File: src/rtl/uart_tx_sched_if.sv
// Request handshake and register-port bus shared by the UART TX scheduler.
// Signal names are written from the scheduler's point of view: i_* flows into
// the scheduler, o_* flows out of it.
interface uart_tx_sched_if #(
    parameter int G_NUM_REQ    = 4,
    parameter int G_WORD_WIDTH = 8
);
    // Requester side: one valid/ready pair and one byte lane per requester.
    logic [G_NUM_REQ-1:0]              i_req_valid;
    logic [G_NUM_REQ*G_WORD_WIDTH-1:0] i_req_data;
    logic [G_NUM_REQ-1:0]              o_req_ready;

    // UART register port: address 0 is TX data, address 1 is RX data.
    logic                    o_wb_stb;
    logic                    o_wb_we;
    logic                    o_wb_addr;
    logic [G_WORD_WIDTH-1:0] o_wb_data;
    logic                    i_wb_ack;
    logic [G_WORD_WIDTH-1:0] i_wb_data;

    // The scheduler drives the register port and answers the requesters.
    modport master (
        input  i_req_valid,
        input  i_req_data,
        output o_req_ready,
        output o_wb_stb,
        output o_wb_we,
        output o_wb_addr,
        output o_wb_data,
        input  i_wb_ack,
        input  i_wb_data
    );

    // The environment: requesters plus the UART register block.
    modport slave (
        output i_req_valid,
        output i_req_data,
        input  o_req_ready,
        input  o_wb_stb,
        input  o_wb_we,
        input  o_wb_addr,
        input  o_wb_data,
        output i_wb_ack,
        output i_wb_data
    );
endinterface

File: src/rtl/uart_tx_sched.sv
// UART access scheduler: arbitrates several byte requesters round-robin onto
// the UART TX data register, paces writes on the transmitter busy flag, and
// drains received bytes from the RX data register with priority over TX.
module uart_tx_sched #(
    parameter int G_NUM_REQ    = 4,
    parameter int G_WORD_WIDTH = 8,
    parameter int G_TIMEOUT    = 4096
) (
    input  logic                         i_clk,
    input  logic                         i_rst,
    uart_tx_sched_if.master              bus,
    input  logic                         i_tx_busy,
    input  logic                         i_rx_busy,
    output logic                         o_rx_valid,
    output logic [G_WORD_WIDTH-1:0]      o_rx_data,
    output logic [$clog2(G_NUM_REQ)-1:0] o_grant_id,
    output logic                         o_busy,
    output logic                         o_timeout,
    output logic                         o_rx_overrun
);

    localparam int GW = $clog2(G_NUM_REQ);
    localparam int CW = $clog2(G_TIMEOUT);

    typedef enum logic [2:0] {
        ST_IDLE,
        ST_RD,
        ST_WR,
        ST_WAIT_HI,
        ST_WAIT_LO
    } state_t;

    state_t                  state_q, state_d;
    logic                    rx_busy_q;
    logic                    rx_pending_q, rx_pending_d;
    logic [GW-1:0]           last_grant_q, last_grant_d;
    logic [GW-1:0]           grant_id_q, grant_id_d;
    logic [G_WORD_WIDTH-1:0] tx_reg_q, tx_reg_d;
    logic [CW-1:0]           cnt_q, cnt_d;
    logic [G_WORD_WIDTH-1:0] rx_data_q, rx_data_d;
    logic                    rx_valid_q, rx_valid_d;
    logic                    timeout_q, timeout_d;
    logic                    overrun_q, overrun_d;

    logic                    grant_found;
    logic [GW-1:0]           grant_idx;
    logic [G_WORD_WIDTH-1:0] grant_byte;
    logic                    grant_fire;
    logic                    wr_ack;
    logic                    rd_ack;
    logic                    rx_done;
    logic                    timeout_hit;

    // Round-robin search starting just after the previous winner.
    function automatic logic [GW:0] rr_pick(input logic [G_NUM_REQ-1:0] valid,
                                            input logic [GW-1:0]        last);
        logic          found;
        logic [GW-1:0] idx;
        logic [GW-1:0] cand;
        found = 1'b0;
        idx   = '0;
        for (int i = 1; i <= G_NUM_REQ; i++) begin
            cand = GW'((int'(last) + i) % G_NUM_REQ);
            if (!found && valid[cand]) begin
                found = 1'b1;
                idx   = cand;
            end
        end
        return {found, idx};
    endfunction

    assign {grant_found, grant_idx} = rr_pick(bus.i_req_valid, last_grant_q);

    // A pending RX read blocks any TX grant while idle.
    assign grant_fire  = (state_q == ST_IDLE) && !rx_pending_q && grant_found;
    assign wr_ack      = (state_q == ST_WR) && bus.i_wb_ack;
    assign rd_ack      = (state_q == ST_RD) && bus.i_wb_ack;
    assign rx_done     = rx_busy_q && !i_rx_busy;
    assign timeout_hit = (state_q == ST_WAIT_HI) && !i_tx_busy &&
                         (cnt_q == CW'(G_TIMEOUT - 1));

    // Select the winning requester's byte lane.
    always_comb begin
        // NOTE: every always_comb output gets a default first so no path leaves it unassigned (no latch).
        grant_byte = '0;
        for (int k = 0; k < G_NUM_REQ; k++) begin
            if (grant_idx == GW'(k)) begin
                grant_byte = bus.i_req_data[k*G_WORD_WIDTH +: G_WORD_WIDTH];
            end
        end
    end

    // FSM state register.
    always_ff @(posedge i_clk) begin
        if (i_rst) begin
            // NOTE: clocked state uses non-blocking assignment so all registers update together at the edge.
            state_q <= ST_IDLE;
        end else begin
            state_q <= state_d;
        end
    end

    // FSM next-state logic.
    always_comb begin
        state_d = state_q;
        case (state_q)
            ST_IDLE: begin
                if (rx_pending_q) begin
                    state_d = ST_RD;
                end else if (grant_found) begin
                    state_d = ST_WR;
                end
            end
            ST_RD: begin
                if (bus.i_wb_ack) begin
                    state_d = ST_IDLE;
                end
            end
            ST_WR: begin
                if (bus.i_wb_ack) begin
                    state_d = ST_WAIT_HI;
                end
            end
            ST_WAIT_HI: begin
                if (i_tx_busy) begin
                    state_d = ST_WAIT_LO;
                end else if (timeout_hit) begin
                    state_d = ST_IDLE;
                end
            end
            ST_WAIT_LO: begin
                if (!i_tx_busy) begin
                    state_d = ST_IDLE;
                end
            end
            default: state_d = ST_IDLE;
        endcase
    end

    // FSM outputs: register-port strobes and the requester accept pulse.
    always_comb begin
        bus.o_wb_stb    = 1'b0;
        bus.o_wb_we     = 1'b0;
        bus.o_wb_addr   = 1'b0;
        bus.o_wb_data   = '0;
        bus.o_req_ready = '0;
        o_busy          = (state_q != ST_IDLE);
        case (state_q)
            ST_IDLE: begin
                // Gated by reset so no byte appears accepted while reset is held.
                if (grant_fire && !i_rst) begin
                    bus.o_req_ready = G_NUM_REQ'(1) << grant_idx;
                end
            end
            ST_WR: begin
                bus.o_wb_stb  = 1'b1;
                bus.o_wb_we   = 1'b1;
                bus.o_wb_data = tx_reg_q;
            end
            ST_RD: begin
                bus.o_wb_stb  = 1'b1;
                bus.o_wb_addr = 1'b1;
            end
            default: ;
        endcase
    end

    // Datapath next-state: grant capture, RX bookkeeping, timeout counter.
    always_comb begin
        last_grant_d = last_grant_q;
        grant_id_d   = grant_id_q;
        tx_reg_d     = tx_reg_q;
        rx_data_d    = rx_data_q;
        rx_valid_d   = rd_ack;
        timeout_d    = timeout_hit;
        overrun_d    = rx_done && rx_pending_q && !rd_ack;
        cnt_d        = cnt_q;

        if (grant_fire) begin
            last_grant_d = grant_idx;
            grant_id_d   = grant_idx;
            tx_reg_d     = grant_byte;
        end

        // A new RX-done wins over a same-cycle clear so that byte is not lost.
        if (rx_done) begin
            rx_pending_d = 1'b1;
        end else if (rd_ack) begin
            rx_pending_d = 1'b0;
        end else begin
            rx_pending_d = rx_pending_q;
        end

        if (rd_ack) begin
            rx_data_d = bus.i_wb_data;
        end

        // Counter restarts on the TX write ack, i.e. on entry to WAIT_HI.
        if (wr_ack) begin
            cnt_d = '0;
        end else if (state_q == ST_WAIT_HI) begin
            cnt_d = cnt_q + 1'b1;
        end
    end

    // Datapath registers.
    always_ff @(posedge i_clk) begin
        if (i_rst) begin
            rx_busy_q    <= 1'b0;
            rx_pending_q <= 1'b0;
            last_grant_q <= GW'(G_NUM_REQ - 1);
            grant_id_q   <= '0;
            tx_reg_q     <= '0;
            cnt_q        <= '0;
            rx_data_q    <= '0;
            rx_valid_q   <= 1'b0;
            timeout_q    <= 1'b0;
            overrun_q    <= 1'b0;
        end else begin
            rx_busy_q    <= i_rx_busy;
            rx_pending_q <= rx_pending_d;
            last_grant_q <= last_grant_d;
            grant_id_q   <= grant_id_d;
            tx_reg_q     <= tx_reg_d;
            cnt_q        <= cnt_d;
            rx_data_q    <= rx_data_d;
            rx_valid_q   <= rx_valid_d;
            timeout_q    <= timeout_d;
            overrun_q    <= overrun_d;
        end
    end

    assign o_rx_valid   = rx_valid_q;
    assign o_rx_data    = rx_data_q;
    assign o_grant_id   = grant_id_q;
    assign o_timeout    = timeout_q;
    assign o_rx_overrun = overrun_q;

endmodule

File: src/flat_wrapper.sv
// flat-port wrapper written by rule: the top's interface ports become plain ports
module uart_tx_sched_flat 
#(
    parameter int G_NUM_REQ    = 4,
    parameter int G_WORD_WIDTH = 8,
    parameter int G_TIMEOUT    = 4096
)
  (i_clk, i_rst, i_tx_busy, i_rx_busy, o_rx_valid, o_rx_data, o_grant_id, o_busy, o_timeout, o_rx_overrun, bus_i_req_valid, bus_i_req_data, bus_o_req_ready, bus_o_wb_stb, bus_o_wb_we, bus_o_wb_addr, bus_o_wb_data, bus_i_wb_ack, bus_i_wb_data);
  uart_tx_sched_if #(.G_NUM_REQ(G_NUM_REQ), .G_WORD_WIDTH(G_WORD_WIDTH)) bus_i ();
  input  logic i_clk;
  input  logic i_rst;
  input  logic i_tx_busy;
  input  logic i_rx_busy;
  output logic o_rx_valid;
  output logic [G_WORD_WIDTH-1:0] o_rx_data;
  output logic [$clog2(G_NUM_REQ)-1:0] o_grant_id;
  output logic o_busy;
  output logic o_timeout;
  output logic o_rx_overrun;
  input wire logic [$bits(bus_i.i_req_valid)-1:0] bus_i_req_valid;
  input wire logic [$bits(bus_i.i_req_data)-1:0] bus_i_req_data;
  output wire logic [$bits(bus_i.o_req_ready)-1:0] bus_o_req_ready;
  output wire logic [$bits(bus_i.o_wb_stb)-1:0] bus_o_wb_stb;
  output wire logic [$bits(bus_i.o_wb_we)-1:0] bus_o_wb_we;
  output wire logic [$bits(bus_i.o_wb_addr)-1:0] bus_o_wb_addr;
  output wire logic [$bits(bus_i.o_wb_data)-1:0] bus_o_wb_data;
  input wire logic [$bits(bus_i.i_wb_ack)-1:0] bus_i_wb_ack;
  input wire logic [$bits(bus_i.i_wb_data)-1:0] bus_i_wb_data;
  assign bus_i.i_req_valid = bus_i_req_valid;
  assign bus_i.i_req_data = bus_i_req_data;
  assign bus_o_req_ready = bus_i.o_req_ready;
  assign bus_o_wb_stb = bus_i.o_wb_stb;
  assign bus_o_wb_we = bus_i.o_wb_we;
  assign bus_o_wb_addr = bus_i.o_wb_addr;
  assign bus_o_wb_data = bus_i.o_wb_data;
  assign bus_i.i_wb_ack = bus_i_wb_ack;
  assign bus_i.i_wb_data = bus_i_wb_data;
  uart_tx_sched #(.G_NUM_REQ(G_NUM_REQ), .G_WORD_WIDTH(G_WORD_WIDTH), .G_TIMEOUT(G_TIMEOUT)) u_core (.i_clk(i_clk), .i_rst(i_rst), .bus(bus_i), .i_tx_busy(i_tx_busy), .i_rx_busy(i_rx_busy), .o_rx_valid(o_rx_valid), .o_rx_data(o_rx_data), .o_grant_id(o_grant_id), .o_busy(o_busy), .o_timeout(o_timeout), .o_rx_overrun(o_rx_overrun));
endmodule
File: config.mk
export PLATFORM = sky130hd
export DESIGN_NAME = uart_tx_sched_flat
export DESIGN_NICKNAME = d
export VERILOG_FILES = /design/src/rtl/uart_tx_sched_if.sv /design/src/rtl/uart_tx_sched.sv /design/src/flat_wrapper.sv
export SDC_FILE = /design/constraint.sdc
export NUM_CORES = 1
export LEC_CHECK = 0
export ABC_AREA = 1
export ABC_CLOCK_PERIOD_IN_PS = 2700
export CAP_MARGIN = 10
export CORE_UTILIZATION = 30
export DETAILED_ROUTE_END_ITERATION = 8
export GPL_TIMING_DRIVEN = 0
export RECOVER_POWER = 50
export REMOVE_ABC_BUFFERS = 1
export SLEW_MARGIN = 20
export SYNTH_ARGS = -nofsm -noshare
export SYNTH_HDL_FRONTEND = slang
export SYNTH_SLANG_ARGS = --single-unit
File: constraint.sdc
create_clock -name i_clk -period 2.7 [get_ports i_clk]
set_clock_uncertainty 0.15 [all_clocks]
set_input_delay 0.54 -clock i_clk [delete_from_list [all_inputs] [get_ports i_clk]]
set_output_delay 0.54 -clock i_clk [all_outputs]
set_load 0.01 [all_outputs]
* Word level (Yosys, flattened, before mapping)
Cells that the tools add are included.
** Storage, ports and cells
- Register bits after elaboration :: 40
- Latch bits :: 0
- Memory bits (writable) :: 0
- Bits in read-only memories :: 0
- Bits of input ports :: 49
- Output and inout port bits :: 29
- Word-level logic and storage cells :: 98
- Memories kept :: 0
** Operators by class
- Add/subtract/negate cells :: 5
- Multiply operators :: 0
- Div/mod/pow operators :: 0
- Order comparisons :: 4
- Equal/unequal tests :: 13
- Shift-type cells :: 1
- Mux-type cells :: 36
- Bitwise logic cells :: 0
- Reductions and logical operators :: 28
** Operators with widths (count)
- two-way mux 8 bit :: 5
- two-way mux 3 bit :: 7
- case mux 3 bit (5 select lines) :: 1
- logical AND 1 bit :: 13
- two-way mux 1 bit :: 13
- adder 12 x 1 -> 12 bit (second input constant) :: 1
- == test 12 bit (second input constant) :: 1
- < comparator 2 x 3 -> 1 bit (second input constant) :: 4
- binary-select mux 1 bit (select 2 bit) :: 4
- logical NOT 1 bit :: 8
- two-way mux 2 bit :: 4
- two-way mux 4 bit :: 2
- == test 3 x 2 -> 1 bit (second input constant) :: 2
- != test 2 bit (second input constant) :: 3
- AND reduction 5 bit :: 1
- adder 2 x 1 -> 2 bit (second input constant) :: 2
- adder 2 bit (second input constant) :: 2
- == test 2 bit (second input constant) :: 2
- OR reduction 2 bit :: 2
- << shifter 1 x 2 -> 4 bit (first input constant) :: 1
- == test 3 x 1 -> 1 bit (second input constant) :: 1
- == test 3 bit (second input constant) :: 1
- logical NOT 3 bit :: 1
- != test 3 x 1 -> 1 bit (second input constant) :: 1
- other kinds (5) :: 5

* Longest topological paths before layout
Gate-level depths: netlist of run 1.
- Depth in word-level cells :: 18
- Gate-level depth with buffers :: 15
- Gate-level depth less buffers :: 15

* Worst setup path after synthesis of run 1
No wires, ideal clock.
- Path type :: input to output
- Start point :: input port bus_i_req_valid[3]
- End point :: output port bus_o_req_ready[2]
- Arrival :: 1668 ps
- Required time :: 2010 ps
- Slack :: 342 ps
- Stages :: 10
- Path buffers :: 1
- Path through :: inv_1 -> nand2_2 -> nand3_1 -> nand2_2 -> nor2_8 -> nand3_1 -> nand3_2 -> nand2_4 -> buf_6 -> nor3_1
** On the way
- Cells in the longest elaborated chain, start to end :: 16
- Elaborated cells on any way between the ends :: 27
- Those cells by class :: shift: 1; mux: 18; reduce/logical: 8
** RTL lines
- from (decl) :: RTL line flat_wrapper.sv:20 : input wire logic [$bits(bus_i.i_req_valid)-1:0] bus_i_req_valid;
- binary-select mux 1 bit (select 2 bit) :: RTL line uart_tx_sched.sv:64 : if (!found && valid[cand]) begin
- two-way mux 1 bit (not written as such) :: RTL line uart_tx_sched.sv:64
- two-way mux 1 bit :: RTL line uart_tx_sched.sv:64
- logical NOT 1 bit :: RTL line uart_tx_sched.sv:64
- logical AND 1 bit :: RTL line uart_tx_sched.sv:64
- two-way mux 1 bit :: RTL line uart_tx_sched.sv:64
- logical NOT 1 bit :: RTL line uart_tx_sched.sv:64
- logical AND 1 bit :: RTL line uart_tx_sched.sv:64
- two-way mux 1 bit :: RTL line uart_tx_sched.sv:64
- logical NOT 1 bit :: RTL line uart_tx_sched.sv:64
- logical AND 1 bit :: RTL line uart_tx_sched.sv:64
- two-way mux 1 bit :: RTL line uart_tx_sched.sv:64
- logical AND 1 bit :: RTL line uart_tx_sched.sv:75 : assign grant_fire = (state_q == ST_IDLE) && !rx_pending_q && grant_found;
- logical AND 1 bit :: RTL line uart_tx_sched.sv:151 : if (grant_fire && !i_rst) begin
- two-way mux 4 bit (*) :: RTL line uart_tx_sched.sv:151
- two-way mux 4 bit (*) :: RTL line uart_tx_sched.sv:148 : case (state_q)
- to (decl) :: RTL line flat_wrapper.sv:22 : output wire logic [$bits(bus_i.o_req_ready)-1:0] bus_o_req_ready;
Every way passes the cells marked *; elsewhere a longest branch is shown, timed or not. The select of a mux whose other input is x is not followed.

* Worst setup path in the final report of run 1
- Start point :: input port bus_i_req_valid[2]
- End point :: output port bus_o_req_ready[0]
The elaborated chain is that of the path after synthesis.

==> impl_metrics.toml, run 1 <==
[floorplan]
die_w_um = 89.2
die_y_um = 89.2
core_area_um2 = 7290
initial_utilization = 0.313
ios = 78
num_rows = 31
fp.dieArea_um2 = 7960

[logic_synthesis]
synth.most_common_cell = "nand2_1"
avgSynthCellArea_um2 = 6.58
synth-async-reset-ratio = 0
synth_edf_count = 0
synth_area_um2 = 2280
synth_common_cells = "95 x nand2_1, 43 x inv_1, 40 x dfxtp_1"
synth_flop_cell = "dfxtp_1"
synthTopCellsByArea = "dfxtp_1 35%, nand2_1 16%, inv_1 7.1%"
synth_seq_cells = 40
synthCells = 347
yosysSeqAreaShare = 0.351
yosysTopAreaCell = "dfxtp_1"
yosys.cell_types.count = 32
yosysWarnings = 0
synth_top_area_frac = 0.351

[placement]
postPlaceCellArea_um2 = 3130
dpl.cell_count = 516
post-place-ws_ns = -0.906
dpl.hpwl_um = 4490
port_buffers = 77
place.gp.congestion = 0.810

[power]
p_per_area_nw_per_um2 = 1050
peakVddDrop_mv = 0.294
finalPower_uw = 3590
p_leak_uw = 0.00145

[routing]
drc_errors = 0
vias = 2438
post_drt_via_cell_ratio = 4.51
drtPass1Iterations = 4
wl_per_cell_um = 11.4
drt_iter0_markers = 64
ant_nets = 0
routed_wl_um = 6170

[sta]
hold_viol = 0
final-setup-viol-count = 0
worst_pin_slew_ns = 0.630
fmax_ghz = 0.373
slew_viol_final = 0
relSlewSlack = 0.580
worst_slack_ns = 0.0201
rsz0062_at_grt = "yes"
finalSetupTns_ns = 0
fin_crit_ns = 2.68
post-route-period-util = 0.993

[layout]
drive_above_1_share = 0.174
fin_area_um2 = 3430
antenna_cells = 0
final_cell_count_no_fill = 541
nets = 491
area_growth_pct = 50.0

[worst_setup_path]
cp_data_arrival_time_ns = 1.99
reg2regPathDepth = 10
critPathMaxFanout = 7
r2r_start = "u_core.state_q[0]"
worstSetupEndpointType = "output port"
start_kind = "input port"
criticalPathCategory = "input port to output port"
crit_path_start = "bus_i_req_valid[2]"
required_ns = 2.01

[clocking]
clock_path_buffers = 2
insertion_delay_ns = 0.30
cts_tree = "yes"
cts_htree_levels = 2
cts_root_buf = "clkbuf_8"
clk_pin_slew_ns = 0.08
cts_buffers = 5
cts_sinks = 40
postCtsHoldBufs = 0

[grt]
grt_antenna_before_repair = 0
grt_pass1_vias = 2185
grt_pass1_wl_um = 9860
grt_overflow_total = 0
track_usage = 0.157
grt_start_max_net_pins = 25

[status]
run_status = "complete, no violations"

[flow_run]
cap_violations = 0

[worst_hold_path]
hold_start = "u_core.o_rx_data[4]"
whs_path_depth = 2
min_path_type = "flop to flop"
## final timing paths
check	end	slack [ns]
min	u_core.o_rx_data[4]	0.31
max reg2reg	u_core.cnt_q[9]	0.25
max	bus_o_req_ready[0]	0.02
min reg2reg	u_core.o_rx_data[4]	0.31
## report_power, final
group          switching [uW]  leakage (uW)  internal, uW
logic                    1410       0.00109          1010
clock network             226     0.0000404           183
registers                68.1      0.000326           695
## registers in the layout (all words and copies together), names as in the netlist
register,cells
u_core.cnt_q,12
u_core.o_rx_data,8
u_core.tx_reg_q,8
u_core.state_q,3
u_core.last_grant_q,2
u_core.o_grant_id,2
u_core.o_rx_overrun,1
u_core.o_rx_valid,1
u_core.o_timeout,1
u_core.rx_busy_q,1
u_core.rx_pending_q,1
## logic make-up after synthesis
group,Yosys count,synth area share
adder cells (fa/ha/maj),1,0.00548
AND/OR/NAND/NOR,197,0.415
buffers and inverters,60,0.110
flip-flops,40,0.351
AO/OA/AOI/OAI,49,0.118
## per-stage QoR
step | hold WS [ns] | utilization
after floorplan | 0.272 | -
after global placement | 0.291 | 0.429
after detailed placement | 0.296 | 0.429
after CTS | 0.313 | 0.463
after global routing | 0.321 | 0.470
final | 0.310 | 0.470
## critical path, cell delays in order
cell and delay (ns):
dlygate4sd2_1 0.25, inv_1 0.05, nand2_1 0.07, nand2_1 0.11
nand2_1 0.07, nand2_2 0.08, nor2_4 0.05, a21boi_4 0.16
nand3_4 0.14, buf_6 0.16, nor3_4 0.13, buf_2 0.16
## area by class of cell
class,count,area [um^2]
inverters,53,216
fillers,767,3870
clock buffers,5,68.8
well taps,99,124
clock inverters,3,23.8
repair buffers,94,878
flip-flops and latches,40,806
multi-input cells,247,1310
## per-layer routing
layer / vias to the layer above / share of wire / track usage
met5: - / 0 / 0
met4: 0 / 0.0086 / 0.0404
met3: 5 / 0.035 / 0.0259
met2: 35 / 0.48 / 0.269
met1: 1095 / 0.47 / 0.205
li1: 1303 / - / -
## cells in the final DEF, fill, tap and decap left out, drive strengths merged
master / count
nor4: 1
nor2: 36
a211oi: 1
o21ai: 15
nand4: 13
o211ai: 2
clkdlybuf4s50: 53
o21a: 1
buf: 20
nand3: 30
clkdlybuf4s15: 1
clkbuf: 6
nor3: 10
clkinv: 2
ha: 1
a21oi: 28
nand2: 105
a21boi: 1
dlygate4sd3: 15
dfxtp: 40
dlygate4sd2: 4
inv: 52
a31oi: 1
or2: 2
clkinvlp: 2
## what timing repair did
| item | in CTS | in global routing |
|---|---|---|
| setup buffers | 13 | 4 |
| gates resized for setup | 51 | 12 |
| pin swaps | 9 | 9 |
| endpoints found under the setup margin | 13 | 5 |
(Power assumes the default switching activity.)
==> inputs of run 2 (changes only) <==
--- a/config.mk
+++ b/config.mk
@@ -7,10 +7,10 @@
 export LEC_CHECK = 0
 export ABC_AREA = 1
 export ABC_CLOCK_PERIOD_IN_PS = 2700
-export CAP_MARGIN = 10
 export CORE_UTILIZATION = 30
 export DETAILED_ROUTE_END_ITERATION = 8
 export GPL_TIMING_DRIVEN = 0
+export MAX_ROUTING_LAYER = met4
 export RECOVER_POWER = 50
 export REMOVE_ABC_BUFFERS = 1
 export SLEW_MARGIN = 20
==> impl_metrics.toml, run 2 (synthesized netlist as in run 1, its figures left out) <==
[layout]
area_growth_pct = 50.0
largest_register_ff_count = 12
final_cell_mix = "85 x nand2_1, 53 x clkdlybuf4s50_1, 43 x inv_1, 38 x dfxtp_1, 29 x nor2_1"
final_cell_count_no_fill = 541
layout_commonest_cell = "nand2_1"
antenna_cells = 0
top_register = "u_core.cnt_q"
nFillCells = 767
nets = 491
drive_above_1_share = 0.174

[routing]
drt_iter0_markers = 57
post_drt_via_cell_ratio = 4.51
routed_wl_um = 6170
wl_per_cell_um = 11.4
ant_nets = 0
vias = 2438
drtPass1Iterations = 4
drc_errors = 0

[power]
combinationalPowerShare = 0.674
peakVddDrop_mv = 0.294
switching_share = 0.473
p_leak_uw = 0.00145
internal_power_uw = 1890
p_sw_uw = 1700
clockPowerShare = 0.114
seqPwrFrac = 0.212
p_per_area_nw_per_um2 = 1050

[sta]
relSlewSlack = 0.583
slew_viol_final = 0
fin_crit_ns = 2.68
final-setup-viol-count = 0
hold_viol = 0
fmax_ghz = 0.373
worst_pin_slew_ns = 0.625
post-route-period-util = 0.994
holdWs_ns = 0.309
rsz0062_at_grt = "yes"

[floorplan]
die_w_um = 89.2
core_area_um2 = 7290
ios = 78
initial_utilization = 0.313
die_y_um = 89.2
fp.dieArea_um2 = 7960
num_rows = 31

[flow_run]
cap_violations = 0

[clocking]
cts_root_buf = "clkbuf_8"
cts_sinks = 40
clk_pin_slew_ns = 0.08
cts_tree = "yes"
clock_path_buffers = 2
insertion_delay_ns = 0.30
cts_htree_levels = 2
postCtsHoldBufs = 0
cts_buffers = 5

[grt]
grt_pass1_vias = 2184
grt_start_max_net_pins = 25
grt_pass1_wl_um = 9870
grt_antenna_before_repair = 0
track_usage = 0.162
grt_overflow_total = 0

[worst_setup_path]
cp_num_buf_inv = 4
cpMostUsedCell = "nand2_1"
criticalPathCategory = "input port to output port"
required_ns = 2.01
critPathMaxFanout = 7
crit_family = "simple AND/OR/NAND/NOR gates"
start_kind = "input port"
cp_cell_sequence = "dlygate4sd2_1, inv_1, nand2_1, nand2_1, nand2_1, nand2_2, nor2_4, a21boi_4, nand3_4, buf_6, nor3_4, buf_2"
critical-path-max-stage-delay_ns = 0.25
slowest_stage = "dlygate4sd2_1"
worstSetupEndpointType = "output port"
cp_data_arrival_time_ns = 1.99

[status]
run_status = "complete, no violations"

[placement]
place.gp.congestion = 0.822
dpl.cell_count = 516
dpl.hpwl_um = 4490
port_buffers = 77

[worst_hold_path]
min_path_type = "flop to flop"
==> run 2: path summary, 6_finish.rpt <==
| check | slack, ns | from | cells past startpoint | end |
|---|---|---|---|---|
| min | 0.31 | u_core.o_rx_data[4] | 2 | u_core.o_rx_data[4] |
| max | 0.02 | bus_i_req_valid[2] | 12 | bus_o_req_ready[0] |
| min reg2reg | 0.31 | u_core.o_rx_data[4] | 2 | u_core.o_rx_data[4] |
| max reg2reg | 0.25 | u_core.state_q[0] | 10 | u_core.cnt_q[9] |
==> run 2: routing by layer <==
metal / up-vias / track usage / routed length, um
met4: 0 / 0.0404 / 46
met3: 5 / 0.0259 / 204
met1: 1092 / 0.205 / 2960
li1: 1303 / - / -
met2: 38 / 0.269 / 2960
met5: - / - / 0
==> run 2: final cells by class <==
cell class,instances,area (um^2),area share
Clock inverter,3,23.8,0.00694
Clock buffer,5,68.8,0.0201
Timing Repair Buffer,94,878,0.256
Sequential cell,40,806,0.235
Multi-Input combinational cell,247,1310,0.382
Inverter,53,216,0.0632
Tap cell,99,124,0.0362
==> run 2: power by group through the flow <==
stage          Sequential, uW  Clock, uW  Combinational, uW
6_report                  763        410               2420
5_1_grt                   773        451               2680
4_1_cts                   764        421               2330
3_5_place_dp              782          0               1920
3_3_place_gp              781          0               1890
2_1_floorplan             779          0               1320
==> run 2: stage by stage <==
step | cell area, um^2 | setup TNS, ns | power [uW] | util | setup slack (ns)
after floorplan | 2230 | 0 | 2100 | - | 0.200
after global placement | 3130 | -4.36 | 2670 | 0.429 | -0.887
after detailed placement | 3130 | -4.86 | 2700 | 0.429 | -0.906
after CTS | 3380 | -0.00289 | 3510 | 0.463 | -0.00289
after global routing | 3430 | -0.372 | 3910 | 0.470 | -0.113
final | 3430 | 0 | 3590 | 0.470 | 0.0175
==> run 2: worst reg2reg max path: stages, from the launching register on <==
cell and delay, ns:
dfxtp_1 0.41, inv_1 0.13, nor3_1 0.48, nand4_1 0.23, nor2_1 0.14, inv_1 0.07
nor3_1 0.29, nand2_1 0.12, nor2_1 0.14, a21oi_1 0.08, o21a_1 0.10
==> run 2: what timing repair did <==
action | 4_1_cts | 5_1_grt
buffers inserted | 13 | 4
gates resized for setup | 51 | 12
pin swaps | 9 | 9
setup endpoints to repair | 13 | 5
==> inputs of run 3 (changes only) <==
--- a/config.mk
+++ b/config.mk
@@ -5,7 +5,6 @@
 export SDC_FILE = /design/constraint.sdc
 export NUM_CORES = 1
 export LEC_CHECK = 0
-export ABC_AREA = 1
 export ABC_CLOCK_PERIOD_IN_PS = 2700
 export CORE_UTILIZATION = 30
 export DETAILED_ROUTE_END_ITERATION = 8
@@ -13,6 +12,7 @@
 export MAX_ROUTING_LAYER = met4
 export RECOVER_POWER = 50
 export REMOVE_ABC_BUFFERS = 1
+export SETUP_SLACK_MARGIN = 0.05
 export SLEW_MARGIN = 20
 export SYNTH_ARGS = -nofsm -noshare
 export SYNTH_HDL_FRONTEND = slang
==> impl_metrics.toml, run 3 <==
[status]
run_status = "finished, violations left"
violations = "design-rule violations"

[floorplan]
core_area_um2 = 6460
die_w_um = 84.5
die_y_um = 84.5
ios = 78
fp.dieArea_um2 = 7140
num_rows = 29
initial_utilization = 0.316

[logic_synthesis]
synthCells = 233
yosysSeqAreaShare = 0.392
synth-async-reset-ratio = 0
synth.most_common_cell = "dfxtp_1"
yosys.cell_types.count = 44
synthTopCellsByArea = "dfxtp_1 39%, mux2i_1 12%, nand2_1 5.0%"
synth_seq_cells = 40
avgSynthCellArea_um2 = 8.77
synth_area_um2 = 2040
yosysWarnings = 0
synth_top_area_frac = 0.392
yosysTopAreaCell = "dfxtp_1"
synth_edf_count = 0
synth_common_cells = "40 x dfxtp_1, 27 x nand2_1, 24 x mux2i_1"
synth_flop_cell = "dfxtp_1"

[sta]
fin_crit_ns = 2.60
worst_pin_slew_ns = 0.812
final-setup-viol-count = 0
hold_viol = 0
slew_viol_final = 0
finalSetupTns_ns = 0
rsz0062_at_grt = "no"
holdWs_ns = 0.304
relSlewSlack = 0.459
post-route-period-util = 0.962
worst_slack_ns = 0.104
fmax_ghz = 0.385

[layout]
largest_register_ff_count = 12
nets = 370
top_register = "u_core.cnt_q"
layout_commonest_cell = "clkdlybuf4s50_1"
nFillCells = 661
antenna_cells = 0
area_growth_pct = 53.5
drive_above_1_share = 0.156
final_cell_mix = "55 x clkdlybuf4s50_1, 39 x dfxtp_1, 27 x nand2_1, 24 x mux2i_1, 20 x nor2_1"
fin_area_um2 = 3140

[power]
clockPowerShare = 0.218
finalPower_uw = 1860
p_sw_uw = 590
combinationalPowerShare = 0.398
internal_power_uw = 1270
p_per_area_nw_per_um2 = 595
peakVddDrop_mv = 0.224
switching_share = 0.316
seqPwrFrac = 0.385
p_leak_uw = 0.00130

[worst_setup_path]
cp_data_arrival_time_ns = 1.91
slowest_stage = "or4_4"
critical-path-max-stage-delay_ns = 0.56
criticalPathCategory = "input port to output port"
worstSetupEndpointType = "output port"
r2r_start = "u_core.last_grant_q[1]"
cp_num_buf_inv = 2
start_kind = "input port"
critPathMaxFanout = 4
required_ns = 2.01
r2r_setup_slack_ns = 0.41
cp_cell_sequence = "clkdlybuf4s15_2, or4_4, nand3_4, or3_1, nor2_1, dlygate4sd2_1"
reg2regPathDepth = 6
crit_family = "simple AND/OR/NAND/NOR gates"
r2r_end = "u_core.tx_reg_q[5]"

[routing]
ant_nets = 0
wl_met2_um = 2430
wl_met3_um = 376
routed_wl_um = 5230
met1_length_um = 2380
post_drt_via_cell_ratio = 4.93
drc_errors = 4
top_layer = "met4"
drt_iter0_markers = 77
vias = 1963
wl_per_cell_um = 13.1
drtPass1Iterations = 8

[grt]
grt_antenna_before_repair = 0
grt_start_max_net_pins = 32
grt_pass1_vias = 1970
grt_overflow_total = 0
track_usage = 0.159
grt_pass1_wl_um = 8890

[clocking]
clock_path_buffers = 2
insertion_delay_ns = 0.29
clk_pin_slew_ns = 0.07
cts_root_buf = "clkbuf_8"
cts_htree_levels = 2
cts_sinks = 40
postCtsHoldBufs = 0
cts_buffers = 5
cts_tree = "yes"

[placement]
postPlaceCellArea_um2 = 2870
dpl.hpwl_um = 3510
place.gp.congestion = 0.720
port_buffers = 77
post-place-ws_ns = -1.22

[worst_hold_path]
hold_path_end = "u_core.o_rx_data[6]"
hold_start = "u_core.o_rx_data[6]"
min_path_type = "flop to flop"
whs_path_depth = 2

[flow_run]
cap_violations = 0
-- run 3: cell count changes in the layout (fill, tap and decap cells not counted), sizes merged, moves of 12 or more --
cell,before,now
nand3,30,4
nor2b,0,12
nand2,105,27
mux2i,0,24
nor2,36,22
inv,52,3
a21oi,28,15
-- run 3: repair_timing --
| item | in CTS | in global routing |
|---|---|---|
| setup buffers | 13 | 3 |
| cloned | 1 | 0 |
| endpoints found under the setup margin | 22 | 7 |
| gates resized for setup | 32 | 10 |
| pin swaps | 6 | 3 |
-- run 3: worst max path at each step --
stage	startpoint	end	slack, ns	depth (start not counted)
2_1_floorplan	bus_i_req_valid[3]	bus_o_req_ready[1]	-0.38	3
6_report	bus_i_req_valid[0]	bus_o_req_ready[2]	0.10	6
4_1_cts	bus_i_req_valid[3]	bus_o_req_ready[1]	0.02	6
5_1_grt	u_core.state_q[1]	bus_o_req_ready[2]	0.04	5
3_5_place_dp	bus_i_req_valid[0]	bus_o_req_ready[1]	-1.22	6
3_3_place_gp	bus_i_req_valid[0]	bus_o_req_ready[1]	-1.74	5
-- run 3: tightest hold or removal path, cell delays in order (launching register included) --
cell and delay, ns:
dfxtp_1 0.31, nand2_1 0.05, a21oi_1 0.05
-- run 3: area by class of cell --
| type | instances | area (um^2) | share of cell area |
|---|---|---|---|
| well taps | 77 | 96.3 | 0.0307 |
| clock buffers | 8 | 90.1 | 0.0287 |
| inverters | 3 | 11.3 | 0.00359 |
| multi-input cells | 177 | 1260 | 0.402 |
| repair buffers | 93 | 875 | 0.279 |
| flip-flops and latches | 40 | 802 | 0.256 |
-- run 3: kinds of logic (layout without fill, tap and decap cells) --
| family | Yosys count | in the layout | share of synthesized area |
|---|---|---|---|
| AND/OR/NAND/NOR | 102 | 102 | 0.269 |
| flip-flops | 40 | 40 | 0.392 |
| AO/OA/AOI/OAI | 39 | 40 | 0.133 |
| multiplexers | 24 | 24 | 0.118 |
| buffers and inverters | 17 | 104 | 0.0398 |
| XOR/XNOR | 10 | 10 | 0.0429 |
| adder cells (fa/ha/maj) | 1 | 1 | 0.00612 |
-- run 3: metrics by stage --
step | util | instances
floorplan | - | 219
global placement | 0.440 | 373
detailed placement | 0.444 | 373
CTS | 0.487 | 395
global route | 0.485 | 398
finish | 0.485 | 398
-- run 3: layer usage --
metal | GRT usage | up-vias
li1 | - | 994
met1 | 0.191 | 895
met2 | 0.261 | 66
met3 | 0.0462 | 8
met4 | 0.0370 | 0
met5 | - | -
-- run 3: power groups by stage --
stage / sequential (uW) / combinational, uW / clock, uW
global route: 729 / 808 / 446
floorplan: 711 / 351 / 0
detailed placement: 720 / 620 / 0
global placement: 716 / 608 / 0
CTS: 718 / 735 / 415
finish: 717 / 742 / 406
